## src/rtl/serial_add_arb.sv

```systemverilog
// -----------------------------------------------------------------------------
// serial_add_arb
//
// Shares one full-adder slice between two requesters. A round-robin arbiter
// accepts one request at a time; the sequencer then adds the granted operand
// pair bit-serially, LSB first, one bit per clock, and returns a WIDTH+1 bit
// result with a done pulse tagged by the owning requester.
//
// Handshake: reqN is a level request that the requester holds high, with aN/bN
// stable, until it sees the one-cycle gntN pulse. A req still high in the
// cycle after gntN is treated as a fresh request once the block is idle again.
// done is a one-cycle pulse; sum/done_id hold their values until the next done.
//
// Ports:
//   clk, rst          rising-edge clock, synchronous active-high reset
//   req0, a0, b0      requester 0 request and operands
//   req1, a1, b1      requester 1 request and operands
//   gnt0, gnt1        one-cycle accept pulses (never together)
//   busy              high while an operation is in RUN or DONE
//   done, done_id     result-valid pulse and owner of the current/last sum
//   sum               {carry_out, sum bits}
//   dbg_state         current FSM state (0 IDLE, 1 RUN, 2 DONE)
// -----------------------------------------------------------------------------
module serial_add_arb #(
  parameter int WIDTH = 4
) (
  input  logic             clk,
  input  logic             rst,
  input  logic             req0,
  input  logic [WIDTH-1:0] a0,
  input  logic [WIDTH-1:0] b0,
  input  logic             req1,
  input  logic [WIDTH-1:0] a1,
  input  logic [WIDTH-1:0] b1,
  output logic             gnt0,
  output logic             gnt1,
  output logic             busy,
  output logic             done,
  output logic             done_id,
  output logic [WIDTH:0]   sum,
  output logic [1:0]       dbg_state
);

  localparam int CW = (WIDTH > 1) ? $clog2(WIDTH) : 1;
  localparam logic [CW-1:0] LAST = CW'(WIDTH - 1);

  typedef enum logic [1:0] {
    S_IDLE = 2'd0,
    S_RUN  = 2'd1,
    S_DONE = 2'd2
  } state_e;

  state_e           state_q, state_d;
  logic [WIDTH-1:0] a_sh_q, a_sh_d;
  logic [WIDTH-1:0] b_sh_q, b_sh_d;
  logic [WIDTH-1:0] res_q, res_d;
  logic             carry_q, carry_d;
  logic [CW-1:0]    cnt_q, cnt_d;
  logic             owner_q, owner_d;
  logic             ptr_q, ptr_d;
  logic             gnt0_q, gnt0_d;
  logic             gnt1_q, gnt1_d;
  logic             busy_q, busy_d;
  logic             done_q, done_d;
  logic             done_id_q, done_id_d;
  logic [WIDTH:0]   sum_q, sum_d;

  // Shared full-adder slice working on the LSBs of the operand shifters.
  logic s_bit;
  logic c_next;
  logic pick1;

  always_comb begin
    s_bit  = a_sh_q[0] ^ b_sh_q[0] ^ carry_q;
    c_next = (a_sh_q[0] & b_sh_q[0]) | ((a_sh_q[0] ^ b_sh_q[0]) & carry_q);
  end

  always_comb begin
    state_d   = state_q;
    a_sh_d    = a_sh_q;
    b_sh_d    = b_sh_q;
    res_d     = res_q;
    carry_d   = carry_q;
    cnt_d     = cnt_q;
    owner_d   = owner_q;
    ptr_d     = ptr_q;
    gnt0_d    = 1'b0;
    gnt1_d    = 1'b0;
    done_d    = 1'b0;
    done_id_d = done_id_q;
    sum_d     = sum_q;
    pick1     = 1'b0;

    unique case (state_q)
      S_IDLE: begin
        if (req0 || req1) begin
          // Requester 1 wins when it is alone, or on a tie when requester 0
          // was the last one served.
          pick1   = req1 & (~req0 | ~ptr_q);
          a_sh_d  = pick1 ? a1 : a0;
          b_sh_d  = pick1 ? b1 : b0;
          res_d   = '0;
          carry_d = 1'b0;
          cnt_d   = '0;
          owner_d = pick1;
          ptr_d   = pick1;
          gnt0_d  = ~pick1;
          gnt1_d  = pick1;
          state_d = S_RUN;
        end
      end

      S_RUN: begin
        a_sh_d        = a_sh_q >> 1;
        b_sh_d        = b_sh_q >> 1;
        carry_d       = c_next;
        res_d[cnt_q]  = s_bit;
        cnt_d         = cnt_q + CW'(1);
        if (cnt_q == LAST) begin
          // Final bit: publish the sum including this cycle's bit and carry.
          sum_d     = {c_next, res_d};
          done_d    = 1'b1;
          done_id_d = owner_q;
          cnt_d     = '0;
          state_d   = S_DONE;
        end
      end

      S_DONE: begin
        state_d = S_IDLE;
      end

      default: begin
        state_d = S_IDLE;
      end
    endcase

    busy_d = (state_d != S_IDLE);
  end

  always_ff @(posedge clk) begin
    if (rst) begin
      state_q   <= S_IDLE;
      a_sh_q    <= '0;
      b_sh_q    <= '0;
      res_q     <= '0;
      carry_q   <= 1'b0;
      cnt_q     <= '0;
      owner_q   <= 1'b0;
      ptr_q     <= 1'b1;
      gnt0_q    <= 1'b0;
      gnt1_q    <= 1'b0;
      busy_q    <= 1'b0;
      done_q    <= 1'b0;
      done_id_q <= 1'b0;
      sum_q     <= '0;
    end else begin
      state_q   <= state_d;
      a_sh_q    <= a_sh_d;
      b_sh_q    <= b_sh_d;
      res_q     <= res_d;
      carry_q   <= carry_d;
      cnt_q     <= cnt_d;
      owner_q   <= owner_d;
      ptr_q     <= ptr_d;
      gnt0_q    <= gnt0_d;
      gnt1_q    <= gnt1_d;
      busy_q    <= busy_d;
      done_q    <= done_d;
      done_id_q <= done_id_d;
      sum_q     <= sum_d;
    end
  end

  assign gnt0      = gnt0_q;
  assign gnt1      = gnt1_q;
  assign busy      = busy_q;
  assign done      = done_q;
  assign done_id   = done_id_q;
  assign sum       = sum_q;
  assign dbg_state = state_q;

endmodule

```

## config.mk

```make
export PLATFORM = sky130hd
export DESIGN_NAME = serial_add_arb
export DESIGN_NICKNAME = d
export VERILOG_FILES = /design/src/rtl/serial_add_arb.sv
export SDC_FILE = /design/constraint.sdc
export NUM_CORES = 1
export LEC_CHECK = 0
export ABC_AREA = 1
export CORE_MARGIN = 2
export CORE_UTILIZATION = 34
export CTS_CLUSTER_SIZE = 14
export DETAILED_ROUTE_END_ITERATION = 8
export PLACE_DENSITY = 0.57
export SLEW_MARGIN = 20
export SYNTH_ARGS = -nofsm -noshare
export SYNTH_HDL_FRONTEND = slang
export SYNTH_SLANG_ARGS = --single-unit
```

## constraint.sdc

```tcl
create_clock -name clk -period 4 [get_ports clk]
set_clock_uncertainty 0.15 [all_clocks]
set_input_delay 0.8 -clock clk [delete_from_list [all_inputs] [get_ports clk]]
set_output_delay 0.8 -clock clk [all_outputs]
set_load 0.005 [all_outputs]
```

==> run_results.csv <==
group,metric,value,unit
floorplanning,fp.dieH,67.9,um
routing,postRouteAntennaNets,0,
sta,timing.max_slew.rel_slack,60.1,%
global_route,antenna_violations_before_repair,0,
sta,max_freq,0.440,GHz
routing,top_signal_layer_used,"met4",
global_route,grt_pass1_wl,4690,um
critical_path,slowest_stage,"clkdlybuf4s50_1",
routing,detail_route.wirelength.met1,1340,um
global_route,grt_start_max_net_pins,18,
critical_path,critical-path-max-stage-delay,0.85,ns
routing,post-route-drc-count,0,
cells_and_area,final_design_instance_area_without_fill,0.00176,mm2
logic_synthesis,post_synth_instance_area,0.00139,mm2
clock_network,cts_hold_repair.buffers,0,
global_route,grt.total_usage,13.4,%
floorplanning,die-area,0.00462,mm2
pwr,switching_power_summed_over_all_nets,160,uW
logic_synthesis,postSynthCellCount,196,
clock_network,clock_tree.buffer_depth,2,
critical_path,critPathCaptureType,"flip-flop",
clock_network,post_cts.repair.setup_buffers,0,
logic_synthesis,post_synth.cell_area_avg,7.09,um2
routing,detailroute.via_count,1229,
cells_and_area,finish.net_count,251,
sta,slew_worst_pin,0.596,ns
pwr,pwr-share-clk,29.5,%
cells_and_area,final_core_occ,44.2,%
status,run_status,"finished, final reports clean",
sta,finalSetupTns,0,ns
logic_synthesis,seq_area_frac_synth,40.3,%
logic_synthesis,syn-num-nets,222,
cells_and_area,number_of_antenna_repair_diodes,0,
cells_and_area,drive_above_1_share,6.25,%
critical_path,timing.reg2reg.setup_slack,2.43,ns
worst_hold_path,type_of_the_worst_min_delay_path,"flip-flop to flip-flop",
global_route,vias_in_the_first_global_route,1099,
critical_path,worstPathRequired,4.07,ns
floorplanning,start_util,35.0,%
pwr,cellInternalPower,433,uW
place,post-dp-hpwl,2090,um
clock_network,cts.clk_slew.worst_paths,0.09,ns
floorplanning,core_area,0.00397,mm2
pwr,leak_pwr,0.768,nW
cells_and_area,ff_latch_area,561,um2
critical_path,timing.critical_path.max_delay_family,"buffers and inverters",
routing,routedWlPerCell,10.0,um
logic_synthesis,yosys_register_bits,28,
sta,setup_repair_after_global_routing_missed_its_margin,"false",
critical_path,critical_path.startpoint,"req1",
cells_and_area,syn_to_final_growth,26.3,%
routing,avgViaCountPerCell,4.49,
routing,detail_route.wirelength,2750,um
routing,drt-pass1-iter-count,4,
critical_path,timing.critical_path.arrival,2.34,ns
critical_path,timing.critical_path.mode_cell,"nor2_1",
job,drv.max_cap_violation_count,0,
routing,drt-initial-drc-count,59,
critical_path,timing.critical_path.buf_inv,1,
pwr,p_per_area,338,mW/mm2
sta,period_minus_slack,2.27,ns
worst_hold_path,hold_start,"a_sh_q[3]",
pwr,combPwrFrac,19.2,%
place,io_buffers,31,
routing,wl_met2,1280,um
sta,hold_viol,0,
clock_network,htree_num_levels,1,
logic_synthesis,yosysUniqueCellTypes,18,
clock_network,inserted_clock_buffers,3,
critical_path,worstReg2RegStart,"a_sh_q[0]",
place,post_dp_cell_area,0.00170,mm2
critical_path,worstPathCellList,"clkdlybuf4s50_1 > nor2_4 > nor2_4 > nand2_1 > nor2_1 > nor2_1 > nor2_1",
cells_and_area,filler_cell_count,429,
routing,routed_wire_length_on_met3,77,um
critical_path,critPathLaunchType,"input port",
logic_synthesis,yosysWarningCount,0,
clock_network,tritoncts,"yes",
place,gp_routability_congestion,0.729,
floorplanning,chipWidth,67.9,um
critical_path,largest_driver_fanout_on_the_critical_path,17,
pwr,power_switching_share,27.0,%
pwr,ir_drop,0.000164,V
floorplanning,top_level_ports,32,
critical_path,path_class,"input port to flip-flop",
cells_and_area,multiInputGateArea,674,um2
sta,timing_max_transition_violations_final,0,
sta,timing.final.setup_violations,0,
floorplanning,placement_rows,23,
clock_network,cell_chosen_for_the_clock_root,"clkbuf_8",
clock_network,clock_insertion_delay_worst_skew,0.27,ns
sta,min_period_over_period,56.8,%
pwr,power.sequential.fraction,51.3,%
global_route,grt_overflow_total,0,
clock_network,clock-sinks,28,
clock_network,cts.repair.resized,0,
[cells in the mapped netlist]
master / n / area (um2)
fa_1: 1 / 20.0
inv_4: 1 / 6.26
nand3b_1: 2 / 15.0
nor2_1: 26 / 97.6
nand2_4: 1 / 11.3
o21ai_0: 5 / 25.0
nor2_4: 3 / 33.8
clkbuf_1: 3 / 11.3
nand2_2: 3 / 18.8
nand2_1: 56 / 210
ha_1: 5 / 62.6
clkbuf_8: 1 / 13.8
inv_1: 20 / 75.1
inv_2: 1 / 3.75
a21oi_1: 21 / 105
nand3_1: 15 / 75.1
buf_6: 4 / 45.0
dfxtp_1: 28 / 561
[routing by layer]
layer	vias up	global-route usage, %
met5	-	0
met4	0	5.25
met3	4	1.97
met2	20	23.2
met1	541	16.5
li1	664	-
[final timing paths]
check	endpoint	depth (start not counted)
setup / recovery	a_sh_q[0]	7
hold / removal	a_sh_q[3]	2
setup reg to reg	res_q[1]	5
hold reg to reg	a_sh_q[3]	2
[worst reg2reg max path, delay by kind of cell (launching register included)]
| kind | cells | cell delay, ns |
|---|---|---|
| flip-flops | 1 | 0.34 |
| AO/OA/AOI/OAI | 2 | 0.25 |
| adder cells (fa/ha/maj) | 1 | 0.62 |
| AND/OR/NAND/NOR | 2 | 0.14 |
[kinds of logic (layout without fill, tap and decap cells)]
family                     count (synthesis)  after routing  synth area share (%)
AOI/OAI and AO/OA                         26             26                  9.36
buffers and inverters                     30             58                  11.2
DFF                                       28             28                  40.3
and+or+nand+nor                          106            106                  33.2
adders and majority gates                  6              6                  5.94
[layout make-up]
cell class                      instances  share of cell area (%)
Timing Repair Buffer                   32                    18.1
Inverter                               22                    4.85
Clock buffer                            4                    3.14
Multi-Input combinational cell        138                    38.4
Sequential cell                        28                    31.9
Tap cell                               50                    3.56
[sequential cells by signal (all words and copies together) (netlist names)]
name       flops
sum            5
cnt_q          2
busy           1
done           1
carry_q        1
ptr_q          1
res_q          3
gnt1           1
owner_q        1
dbg_state      2
b_sh_q         4
a_sh_q         4
done_id        1
gnt0           1
[metrics by stage]
stage | hold WS (ns) | setup WS (ns) | std cells | total power, mW
finish | 0.316 | 1.73 | 274 | 0.593
global route | 0.331 | 1.57 | 274 | 0.627
CTS | 0.319 | 1.71 | 274 | 0.601
detailed placement | 0.304 | 1.41 | 270 | 0.427
global placement | 0.302 | 1.48 | 270 | 0.426
floorplan | 0.289 | 2.34 | 196 | 0.391
[layout by cell type (no fill, tap or decap)]
cell	instances
nand2_1	56
clkdlybuf4s50_1	31
dfxtp_1	28
nor2_1	26
a21oi_1	21
inv_1	20
nand3_1	15
o21ai_0	5
ha_1	5
clkbuf_8	4
nand2_2	3
nor2_4	3
nand3b_1	2
inv_4	1
nand2_4	1
inv_2	1
fa_1	1
buf_4	1
[power groups by stage]
stage                     Clock (mW)  Sequential [mW]  Combinational [mW]
after CTS                      0.181            0.304               0.116
after detailed placement           0            0.311               0.116
after global routing           0.188            0.306               0.133
after global placement             0            0.311               0.115
final                          0.175            0.304               0.114
after floorplan                    0            0.309              0.0812
Power figures use the tool's default switching activity.
